### src/rtl/pq_pkg.sv
// rtl/pq_pkg.sv - shared key/value widths for the priority queue blocks
package pq_pkg;
    localparam int KEY_WIDTH = 8;
    localparam int VAL_WIDTH = 8;
endpackage

### src/rtl/sr_pq.sv
// rtl/sr_pq.sv - shift-register priority queue, ascending key, FIFO among equal keys
module sr_pq #(
    parameter int KEY_WIDTH = pq_pkg::KEY_WIDTH,
    parameter int VAL_WIDTH = pq_pkg::VAL_WIDTH,
    parameter int DEPTH     = 8
) (
    input  logic                           clk,
    input  logic                           rst_n,
    input  logic                           enq,
    input  logic                           deq,
    input  logic [KEY_WIDTH+VAL_WIDTH-1:0] kvi,
    output logic [KEY_WIDTH+VAL_WIDTH-1:0] kvo,
    output logic                           ovalid,
    output logic                           empty,
    output logic                           full,
    output logic [$clog2(DEPTH+1)-1:0]     count,
    output logic                           ovf,
    output logic                           udf
);
    localparam int CW = $clog2(DEPTH+1);

    logic [KEY_WIDTH-1:0] key_q [DEPTH];
    logic [KEY_WIDTH-1:0] key_d [DEPTH];
    logic [VAL_WIDTH-1:0] val_q [DEPTH];
    logic [VAL_WIDTH-1:0] val_d [DEPTH];
    logic [DEPTH-1:0]     valid_q, valid_d;
    logic [CW-1:0]        count_q, count_d;
    logic                 ovf_q, ovf_d, udf_q, udf_d;

    logic [KEY_WIDTH-1:0] new_key;
    logic [VAL_WIDTH-1:0] new_val;
    logic                 is_empty, is_full;
    // gt[i]: cell i must sit after the new item; gt[DEPTH] is the virtual tail.
    logic [DEPTH:0]       gt;
    logic [KEY_WIDTH-1:0] nxt_key [DEPTH+1];
    logic [VAL_WIDTH-1:0] nxt_val [DEPTH+1];
    logic [DEPTH:0]       nxt_valid;

    assign new_key  = kvi[KEY_WIDTH+VAL_WIDTH-1:VAL_WIDTH];
    assign new_val  = kvi[VAL_WIDTH-1:0];
    assign is_empty = (count_q == '0);
    assign is_full  = (count_q == CW'(DEPTH));

    always_comb begin
        gt        = '0;
        nxt_valid = '0;
        for (int i = 0; i <= DEPTH; i++) begin
            nxt_key[i] = '0;
            nxt_val[i] = '0;
        end
        for (int i = 0; i < DEPTH; i++) begin
            gt[i] = !valid_q[i] || (key_q[i] > new_key);
        end
        gt[DEPTH] = 1'b1;
        // Left neighbour view, padded with an empty cell past the tail.
        for (int i = 0; i < DEPTH - 1; i++) begin
            nxt_key[i]   = key_q[i+1];
            nxt_val[i]   = val_q[i+1];
            nxt_valid[i] = valid_q[i+1];
        end
    end

    always_comb begin
        key_d   = key_q;
        val_d   = val_q;
        valid_d = valid_q;
        count_d = count_q;
        ovf_d   = enq && !deq && is_full;
        udf_d   = deq && is_empty;

        if (deq && !is_empty) begin
            if (enq) begin
                // Replace head: cells before the slot shift left, slot takes kvi, rest hold.
                for (int i = 0; i < DEPTH; i++) begin
                    if (!gt[i+1]) begin
                        key_d[i]   = nxt_key[i];
                        val_d[i]   = nxt_val[i];
                        valid_d[i] = nxt_valid[i];
                    end else if ((i == 0) || !gt[i]) begin
                        key_d[i]   = new_key;
                        val_d[i]   = new_val;
                        valid_d[i] = 1'b1;
                    end
                end
            end else begin
                for (int i = 0; i < DEPTH; i++) begin
                    key_d[i]   = nxt_key[i];
                    val_d[i]   = nxt_val[i];
                    valid_d[i] = nxt_valid[i];
                end
                count_d = count_q - 1'b1;
            end
        end else if (enq && !is_full) begin
            if (gt[0]) begin
                key_d[0]   = new_key;
                val_d[0]   = new_val;
                valid_d[0] = 1'b1;
            end
            for (int i = 1; i < DEPTH; i++) begin
                if (gt[i-1]) begin
                    key_d[i]   = key_q[i-1];
                    val_d[i]   = val_q[i-1];
                    valid_d[i] = valid_q[i-1];
                end else if (gt[i]) begin
                    key_d[i]   = new_key;
                    val_d[i]   = new_val;
                    valid_d[i] = 1'b1;
                end
            end
            count_d = count_q + 1'b1;
        end
    end

    always_ff @(posedge clk or negedge rst_n) begin
        if (!rst_n) begin
            for (int i = 0; i < DEPTH; i++) begin
                key_q[i] <= '0;
                val_q[i] <= '0;
            end
            valid_q <= '0;
            count_q <= '0;
            ovf_q   <= 1'b0;
            udf_q   <= 1'b0;
        end else begin
            key_q   <= key_d;
            val_q   <= val_d;
            valid_q <= valid_d;
            count_q <= count_d;
            ovf_q   <= ovf_d;
            udf_q   <= udf_d;
        end
    end

    // Invalid cells always hold zero, so the head reads 0 when empty.
    assign kvo    = {key_q[0], val_q[0]};
    assign count  = count_q;
    assign empty  = is_empty;
    assign full   = is_full;
    assign ovalid = !is_empty;
    assign ovf    = ovf_q;
    assign udf    = udf_q;

    a_count_matches_valid: assert property (@(posedge clk) disable iff (!rst_n)
        count_q == CW'($countones(valid_q)));

endmodule

### config.mk
export PLATFORM = sky130hd
export DESIGN_NAME = sr_pq
export DESIGN_NICKNAME = d
export VERILOG_FILES = /design/src/rtl/pq_pkg.sv /design/src/rtl/sr_pq.sv
export SDC_FILE = /design/constraint.sdc
export NUM_CORES = 1
export LEC_CHECK = 0
export BUFFER_PORTS_ARGS = -buffer_cell sky130_fd_sc_hd__buf_2
export CAP_MARGIN = 25
export CORE_MARGIN = 5
export CORE_UTILIZATION = 55
export DETAILED_ROUTE_END_ITERATION = 12
export PLACE_DENSITY = 0.8
export SLEW_MARGIN = 0
export SYNTH_ARGS = -nofsm -noshare
export SYNTH_HDL_FRONTEND = slang
export SYNTH_SLANG_ARGS = --single-unit
### constraint.sdc
create_clock -name clk -period 3.15 [get_ports clk]
set_clock_uncertainty 0.1 [all_clocks]
set_input_delay 0.315 -clock clk [delete_from_list [all_inputs] [get_ports clk]]
set_output_delay 0.315 -clock clk [all_outputs]
set_load 0.01 [all_outputs]
**Word-level counts from Yosys, hierarchy flattened**

Cells that the tools add are included.

- Reductions and logical operators: 42
- Div/mod/pow operators: 0
- Bitwise operators: 0
- Eq/ne operators: 9
- Shifts and indexed selects: 0
- Magnitude comparators: 8
- Multiplexer cells: 96
- Add/sub/neg operators: 2
- Multipliers: 0

Operators with widths:

| operator | count |
|---|---|
| $mux W8 | 59 |
| $mux W64 | 6 |
| $gt A8 B8 Y1 | 8 |
| $mux W1 | 28 |
| $ne A4 B4 Y1 const B | 6 |
| $reduce_and A3 Y1 | 6 |
| $reduce_bool A3 Y1 | 6 |
| $mux W4 | 3 |
| $logic_not A1 Y1 | 11 |
| $logic_or A1 B1 Y1 | 8 |
| $reduce_and A2 Y1 | 3 |
| $logic_and A1 B1 Y1 | 5 |
| $add A4 B1 Y4 const B | 1 |
| $eq A4 B4 Y1 const B | 1 |
| $logic_not A4 Y1 | 1 |
| $reduce_bool A2 Y1 | 2 |
| $sub A4 B1 Y4 const B | 1 |
| $ne A3 B3 Y1 const B | 1 |
| $ne A2 B2 Y1 const B | 1 |

- Bits in read-only memories: 0
- Register bits: 142
- Word-level logic and storage cells: 184
- Memory bits (writable): 0
- Output and inout port bits: 25
- Bits in latches: 0
- Memories: 0

**Depth between registers and ports, before layout**

Gate-level depths: netlist of the first run.

- Depth after elaboration: 6
- Depth in mapped cells: 13
- Depth with buffers taken out: 10

**Least setup slack after synthesis of the first run**

OpenSTA, ideal clock, no wires.

- Path kind: in2reg
- Start point: input kvi[13]
- End point: register val_q (netlist bit nxt_val[32])
- Path buffers: 3
- Stages: 12
- Arrival: 3.087 ns
- Setup slack: -0.162 ns
- Path through: clkbuf_1 > inv_1 > ha_1 > a21oi_1 > o211ai_2 > a2111oi_4 > or3_1 > buf_6 > nor3_4 > a311oi_4 > buf_8 > mux2_4

- Cells in the longest elaborated chain, start to end: 5
- Elaborated cells on any way between the ends: 14
- Classes of those cells: order compare (3); eq/ne (1); mux (5); reduce/logical (5)

RTL lines:

| element | line | source |
|---|---|---|
| from (decl) | sr_pq.sv:11 | `input logic [KEY_WIDTH+VAL_WIDTH-1:0] kvi,` |
| $gt A8 B8 Y1 | sr_pq.sv:52 | `gt[i] = !valid_q[i] \|\| (key_q[i] > new_key);` |
| $logic_or A1 B1 Y1 | sr_pq.sv:52 |  |
| $mux W8, on equally long branches | sr_pq.sv:100, sr_pq.sv:75 |  |
| $mux W64, on equally long branches | sr_pq.sv:93, sr_pq.sv:72 |  |
| $mux W64 | sr_pq.sv:71 | `if (deq && !is_empty) begin` |
| to (signal assigned) | sr_pq.sv:126 | `val_q <= val_d;` |
| to (decl) | sr_pq.sv:24 | `logic [VAL_WIDTH-1:0] val_q [DEPTH];` |

Several ways; a longest one is shown, not always the timed one. The select of a mux whose other input is x is not followed.
A chain may end at the register's enable or synchronous reset.

**Worst setup path in the final report of the first run**

- Start point: register key_q[13] (netlist name)
- End point: register key_q[21] (netlist name)

- Cells in the longest elaborated chain, start to end: 5
- Elaborated cells on any way between the ends: 7
- Classes of those cells: order compare (1); eq/ne (1); mux (3); reduce/logical (2)

RTL lines:

| element | line | source |
|---|---|---|
| from (decl) | sr_pq.sv:22 | `logic [KEY_WIDTH-1:0] key_q [DEPTH];` |
| from (signal assigned) | sr_pq.sv:125 | `key_q <= key_d;` |
| $gt A8 B8 Y1 | sr_pq.sv:52 |  |
| $logic_or A1 B1 Y1 | sr_pq.sv:52 |  |
| $mux W8 | sr_pq.sv:75 | `if (!gt[i+1]) begin` |
| $mux W64 | sr_pq.sv:72 | `if (enq) begin` |
| $mux W64 | sr_pq.sv:71 |  |

Several ways; a longest one is shown, not always the timed one.

==> metrics.md, run 1 <==
| Metric | Value |
|---|---|
| Top Layer Used | `met5` |
| Measured slew at the worst slew-check pin | `0.937 ns` |
| Minimum clock period | `2.97 ns` |
| Count of pins over their slew limit | `0` |
| Layout overhead on the synthesized area | `13.2%` |
| Post-route setup TNS | `0 ns` |
| Vias per Instance | `6.35` |
| Syn Inst Count | `975` |
| CTS tree | `built` |
| Master of the slowest instance on the critical path | `dfrtp_1` |
| Async SR Flop Fraction | `100%` |
| Routed Antenna Nets | `0` |
| WL met3 | `991 um` |
| CP max stage delay | `0.43 ns` |
| Pre-CTS WS | `0.126 ns` |
| Clock root cell | `clkbuf_16` |
| Initial Utilization | `56.0%` |
| Number of max-cap violations | `0` |
| Critical path required time | `3.37 ns` |
| RSZ-0062 raised after global routing | `false` |
| Crit path launch | `key_q[13]` |
| Pwr Total | `13400 uW` |
| WL met2 | `12.6 mm` |
| Wire length on met1 | `11.1 mm` |
| GRT overflow | `0` |
| Clock latency on the worst-skew pair | `0.44 ns` |
| Avg Synthesized Cell Area | `10.7 sq um` |
| Die W | `148 um` |
| Routed WL per cell | `20.0 um` |
| Pwr dens | `1130 mW/mm^2` |
| CTS buffer count | `17` |
| Largest net degree at the start of global routing | `75` |
| Synthesized Nets | `1062` |
| Startpoint Class | `flip-flop` |
| Initial DRC Count | `531` |
| Initial antenna violation count | `1` |
| DIE AREA | `0.0219 sq mm` |
| # nets final | `1101` |
| Final setup margin | `0.181 ns` |
| R2r startpoint | `key_q[13]` |
| HP Start | `kvi[1]` |
| First-pass DRT Iterations | `6` |
| Synthesized area | `0.0105 sq mm` |
| Layout cells sized above 1 | `22.2%` |
| GRT Util Overall | `23.9%` |
| Fmax achieved | `0.337 GHz` |
| Post-synth EDFFs | `0` |
| Reg clk slew, reported paths | `0.06 ns` |
| Total number of vias | `7991` |
| Final hold violation count | `0` |
| Clk sinks | `142` |
| Vias in the first global route | `8476` |
| P_leak | `0.00587 uW` |
| Rows | `50` |
| Io pins | `45` |
| Critical path class | `reg -> reg` |
| Status | `completed` |
| IO Port Bufs | `44` |
| Final setup vio count | `0` |
| Final Cycle Share | `94.3%` |
| First-pass GRT wire length | `42.7 mm` |
| Die Y-Extent | `148 um` |
| Drt drc | `0` |
| Maximum vdd drop | `584 uV` |
| CTS HTree Levels | `4` |
| GPL Wtd Cong | `0.826` |
| Max_slew headroom | `37.5%` |
| Number of synthesized register bits | `142` |
| Synth cell types | `65` |
| Crit. End Element | `flip-flop` |
| Worst path cell trace | `ha_1 -> a21oi_1 -> o211ai_2 -> a2111oi_4 -> or3_1 -> nor3_4 -> a311oi_4 -> buf_12 -> mux2_2` |
| Core Footprint | `0.0187 sq mm` |
| Register area share after synthesis | `33.9%` |
| Yosys synthesis warning count | `0` |
| HPWL after detailed placement | `17.6 mm` |
| Post-Route WL | `25.2 mm` |
| Crit path DAT | `3.19 ns` |
| Post-CTS Setup Inserts | `0` |
| Most used DFF post-synth | `dfrtp_1` |
| Ant. Diodes | `0` |
| Crit path max fanout | `13` |
| Tightest Hold Check Type | `in -> reg` |
| CTS max path bufs | `2` |
==> power breakdown <==
part	switching, uW	internal (uW)	leakage, uW
clock	822	1340	0.000296
combinational	3680	3880	0.00392
sequential	895	2760	0.00166
total	5400	7980	0.00587
==> worst paths after layout <==
path,cells past startpoint,to,slack [ns]
setup / recovery,9,key_q[21],0.18
hold / removal,3,kvo[1],0.22
setup reg to reg,9,key_q[21],0.18
hold reg to reg,1,nxt_val[17],0.41
max in group asynchronous,3,kvo[3],1.86
min in group asynchronous,2,count[1],0.33
==> per-layer routing <==
layer  track usage [%]  vias up
met5                 0        -
met4              8.18        2
met2              40.8      197
met3              4.51       43
li1                  -     3722
met1              30.4     4027
==> layout by cell type (no fill, tap or decap), drive strengths merged, types with 3 or more instances in the layout <==
cell type / synthesis / final
mux2: 84 / 84
nor2: 39 / 39
nand4: 10 / 10
nor3: 13 / 13
bufinv: 0 / 4
nand3: 6 / 6
o31ai: 6 / 6
xnor2: 3 / 3
nand2b: 5 / 5
o21ai: 40 / 40
or3: 3 / 3
a222oi: 16 / 16
mux2i: 254 / 254
o211ai: 7 / 7
nor2b: 8 / 8
a21oi: 56 / 56
dfrtp: 142 / 142
and4: 4 / 4
clkinv: 1 / 4
a21o: 4 / 4
a22o: 15 / 15
clkbuf: 38 / 19
buf: 43 / 99
a211oi: 7 / 7
inv: 41 / 43
ha: 66 / 66
o22a: 17 / 17
nand2: 17 / 17
==> flip-flops by register name, summed over array words and instances, names as in the netlist <==
register	cells
count	4
kvo	16
udf	1
nxt_val	56
valid_q	8
key_q	56
ovf	1
==> cell type report <==
class                           instances  area, sq um
Inverter                               42          158
Timing Repair Buffer                  101          808
Tap cell                              234          293
Sequential cell                       142         3550
Fill cell                            1435         6850
Multi-Input combinational cell        710         6440
Clock buffer                           19          443
Clock inverter                         10          164
==> synthesized netlist by cell type (all sizes together) (2+ instances only) <==
library cell | number | area, sq um
a22o | 15 | 131
dfrtp | 142 | 3550
a211oi | 7 | 62.6
nand4 | 10 | 62.6
a21oi | 56 | 284
nand2b | 5 | 31.3
nand3 | 6 | 30.0
o21ai | 40 | 200
nand2 | 17 | 71.3
o211ai | 7 | 57.6
xnor2 | 3 | 26.3
or3 | 3 | 18.8
a222oi | 16 | 160
o31ai | 6 | 63.8
a311oi | 2 | 52.6
nor3 | 13 | 81.3
ha | 66 | 826
clkbuf | 38 | 143
mux2i | 254 | 2540
buf | 43 | 255
inv | 41 | 154
o22a | 17 | 149
nor2 | 39 | 146
o2111ai | 2 | 17.5
a21o | 4 | 30.0
nor2b | 8 | 50.1
a211o | 2 | 17.5
mux2 | 84 | 980
and2 | 2 | 12.5
and4 | 4 | 35.0
o22ai | 2 | 12.5
o311ai | 2 | 17.5
a2111oi | 2 | 36.3
a221oi | 2 | 17.5
a31oi | 2 | 12.5
==> stage by stage <==
step                      utilization [%]  instances  hold WS (ns)  cell area (sq um)
after CTS                            63.4       1258         0.207              11900
after floorplan                         -        975       -0.0806              10500
final                                63.4       1258         0.220              11900
after detailed placement             60.0       1227         0.238              11200
after global routing                 63.4       1258         0.241              11900
after global placement               59.9       1226         0.239              11200
==> cell families (layout without fill, tap and decap cells) <==
family,Yosys count,in the layout,share of synthesized area [%]
and+or+nand+nor,110,110,5.35
buffers and inverters,123,172,5.31
AOI/OAI and AO/OA,191,191,13.4
muxes,338,338,33.6
DFF,142,142,33.9
adders and majority gates,67,67,8.08
xor gates and xnor gates,4,4,0.335
==> critical path, delay by kind of cell, from the launching register on <==
family	cells	cell delay [ns]
fa+ha+maj	1	0.31
buf+inv	1	0.21
compound gates	4	1.14
flops	1	0.43
simple gates	2	0.32
mux	1	0.34
==> repair_timing <==
item	CTS	global route
hold endpoints to repair	57	0
resized for setup	0	1
setup endpoints to repair	0	1
hold buffers	2	0
Note: power is estimated with default switching activity, not from simulation.
==> run 2, diff against run 1 <==
--- a/config.mk
+++ b/config.mk
@@ -10,7 +10,7 @@
 export CORE_MARGIN = 5
 export CORE_UTILIZATION = 55
 export DETAILED_ROUTE_END_ITERATION = 12
-export PLACE_DENSITY = 0.8
+export PLACE_DENSITY = 0.72
 export SLEW_MARGIN = 0
 export SYNTH_ARGS = -nofsm -noshare
 export SYNTH_HDL_FRONTEND = slang
==> run 2 against run 1 <==
Combinational power fell by 2%; worst setup slack improved by 0.070 ns; die area did not move; critical path depth did not move; core utilization fell by 0.39 points; via count fell by 2.3%; sequential power barely moved; fmax rose by 2.4%.
==> metrics.md, run 2 (synthesis results as in run 1) <==
| Metric | Value |
|---|---|
| Pwr dens | `1110 mW/mm^2 (was 1130 mW/mm^2)` |
| Cts repair resizes | `0 (unchanged)` |
| Drt drc | `0 (unchanged)` |
| Count of pins over their slew limit | `0 (unchanged)` |
| Vias in the first global route | `8059 (was 8476)` |
| Clock latency on the worst-skew pair | `0.43 ns (was 0.44 ns)` |
| IO Port Bufs | `44 (unchanged)` |
| First-pass GRT wire length | `41.7 mm (was 42.7 mm)` |
| WL met3 | `965 um (was 991 um)` |
| Post-route setup TNS | `0 ns (unchanged)` |
| WP buf/inv | `1 (unchanged)` |
| Pwr Total | `13000 uW (was 13400 uW)` |
| Total number of vias | `7805 (was 7991)` |
| # hold bufs at CTS | `2 (unchanged)` |
| Die Y-Extent | `148 um (unchanged)` |
| Commonest non-fill, non-tap cells in the layout | `mux2i_1 (254), dfrtp_1 (142), mux2_2 (71) (unchanged)` |
| Status | `completed (unchanged)` |
| Crit path max fanout | `17 (was 13)` |
| CTS buffer count | `17 (unchanged)` |
| Minimum clock period | `2.90 ns (was 2.97 ns)` |
| Clk sinks | `142 (unchanged)` |
| Routed WL per cell | `19.8 um (was 20.0 um)` |
| CP max stage delay | `0.42 ns (was 0.43 ns)` |
| Initial antenna violation count | `0 (was 1)` |
| Final Cycle Share | `92.0% (was 94.3%)` |
| Commonest non-fill, non-tap cell in the layout | `mux2i_1 (unchanged)` |
| Number of max-cap violations | `0 (unchanged)` |
| Post-CTS Setup Inserts | `0 (unchanged)` |
| WL met2 | `12.5 mm (was 12.6 mm)` |
| # fillers | `1486 (was 1435)` |
| Die W | `148 um (unchanged)` |
| Final hold violation count | `0 (unchanged)` |
| Final setup vio count | `0 (unchanged)` |
| GRT Util Overall | `23.4% (was 23.9%)` |
| GPL Wtd Cong | `0.826 (about the same)` |
| Master of the slowest instance on the critical path | `dfrtp_1 (unchanged)` |
| Initial DRC Count | `497 (was 531)` |
| Crit path DAT | `3.11 ns (was 3.19 ns)` |
| Crit-path leading delay family | `compound AO/OA/AOI/OAI gates (unchanged)` |
| Ant. Diodes | `0 (unchanged)` |
| Critical path required time | `3.36 ns (was 3.37 ns)` |
| DIE AREA | `0.0219 sq mm (unchanged)` |
| Reg clk slew, reported paths | `0.06 ns (about the same)` |
| Routed Antenna Nets | `0 (unchanged)` |
| Layout cells sized above 1 | `22.0% (was 22.2%)` |
| Largest net degree at the start of global routing | `91 (was 75)` |
| Top Layer Used | `met4 (was met5)` |
| Critical path class | `reg -> reg (unchanged)` |
| Rows | `50 (unchanged)` |
| Fmax achieved | `0.345 GHz (was 0.337 GHz)` |
| Startpoint Class | `flip-flop (unchanged)` |
| Tightest Hold Check Type | `in -> reg (unchanged)` |
| CTS HTree Levels | `4 (unchanged)` |
| Vias per Instance | `6.20 (was 6.35)` |
| First-pass DRT Iterations | `8 (was 6)` |
| P_leak | `0.00583 uW (was 0.00587 uW)` |
| # nets final | `1098 (was 1101)` |
| Wire length on met1 | `11.1 mm (about the same)` |
| CTS max path bufs | `2 (unchanged)` |
| Core Footprint | `0.0187 sq mm (unchanged)` |
| Worst path cell trace | `ha_1 -> a21oi_1 -> o211ai_2 -> a2111oi_4 -> or3_1 -> nor3_4 -> a311oi_4 -> buf_12 -> mux2_2 (unchanged)` |
| Layout overhead on the synthesized area | `12.5% (was 13.2%)` |
| Initial Utilization | `56.0% (unchanged)` |
| Io pins | `45 (unchanged)` |
| GRT overflow | `0 (unchanged)` |
| Clock root cell | `clkbuf_16 (unchanged)` |
| Post-Route WL | `25.0 mm (was 25.2 mm)` |
| Max_slew headroom | `46.4% (was 37.5%)` |
| RSZ-0062 raised after global routing | `false (unchanged)` |
| Crit. End Element | `flip-flop (unchanged)` |
| HPWL after detailed placement | `17.7 mm (was 17.6 mm)` |
| Maximum vdd drop | `533 uV (was 584 uV)` |
| CTS tree | `built (unchanged)` |
| Measured slew at the worst slew-check pin | `0.799 ns (was 0.937 ns)` |
## run 2: cell type report
class                   instances  area (sq um)  area share (%)
multi-input cells             710          6440            54.6
flip-flops and latches        142          3550            30.2
repair buffers                 98           782            6.64
clock buffers                  21           450            3.82
well taps                     234           293            2.48
inverters                      42           158            1.34
clock inverters                11           109           0.924
## run 2: path summary, 6_finish.rpt
check	start	to	slack [ns]	cells past startpoint
worst max-delay path	key_q[13]	key_q[20]	0.25	9
worst min-delay path	kvi[6]	kvo[6]	0.24	3
worst max register to register	key_q[13]	key_q[20]	0.25	9
worst min register to register	count[3]	count[3]	0.40	1
max in group asynchronous	rst_n	key_q[23]	1.76	3
min in group asynchronous	rst_n	count[0]	0.41	2
## run 2: where the power goes
group / total [uW] / switching (uW) / internal (uW) / leakage (uW)
combinational: 7440 / 3620 / 3830 / 0.00391
clock: 1940 / 830 / 1110 / 0.000260
sequential: 3650 / 892 / 2760 / 0.00166
total: 13000 / 5340 / 7700 / 0.00583
## run 2: metrics by stage
step	util [%]	cells	hold WS [ns]	area, sq um	worst slack, ns
after floorplan	-	975	-0.0806	10500	0.00117
after global placement	59.8	1223	0.331	11200	0.115
after detailed placement	59.9	1224	0.333	11200	0.0507
after CTS	63.0	1258	0.214	11800	0.258
after global routing	63.0	1258	0.240	11800	0.0850
final	63.0	1258	0.236	11800	0.251
## run 2: worst reg2reg max path: stages, from the launching register on
cell and delay, ns:
dfrtp_1 0.42, ha_1 0.31, a21oi_1 0.25, o211ai_2 0.13, a2111oi_4 0.39, or3_1 0.27, nor3_4 0.06, a311oi_4 0.27
buf_12 0.22, mux2_2 0.36
## run 2: routing by layer
metal / GRT usage [%] / vias up
li1: - / 3729
met2: 39.7 / 177
met5: 0 / -
met4: 6.79 / 0
met1: 30.8 / 3865
met3: 4.11 / 34
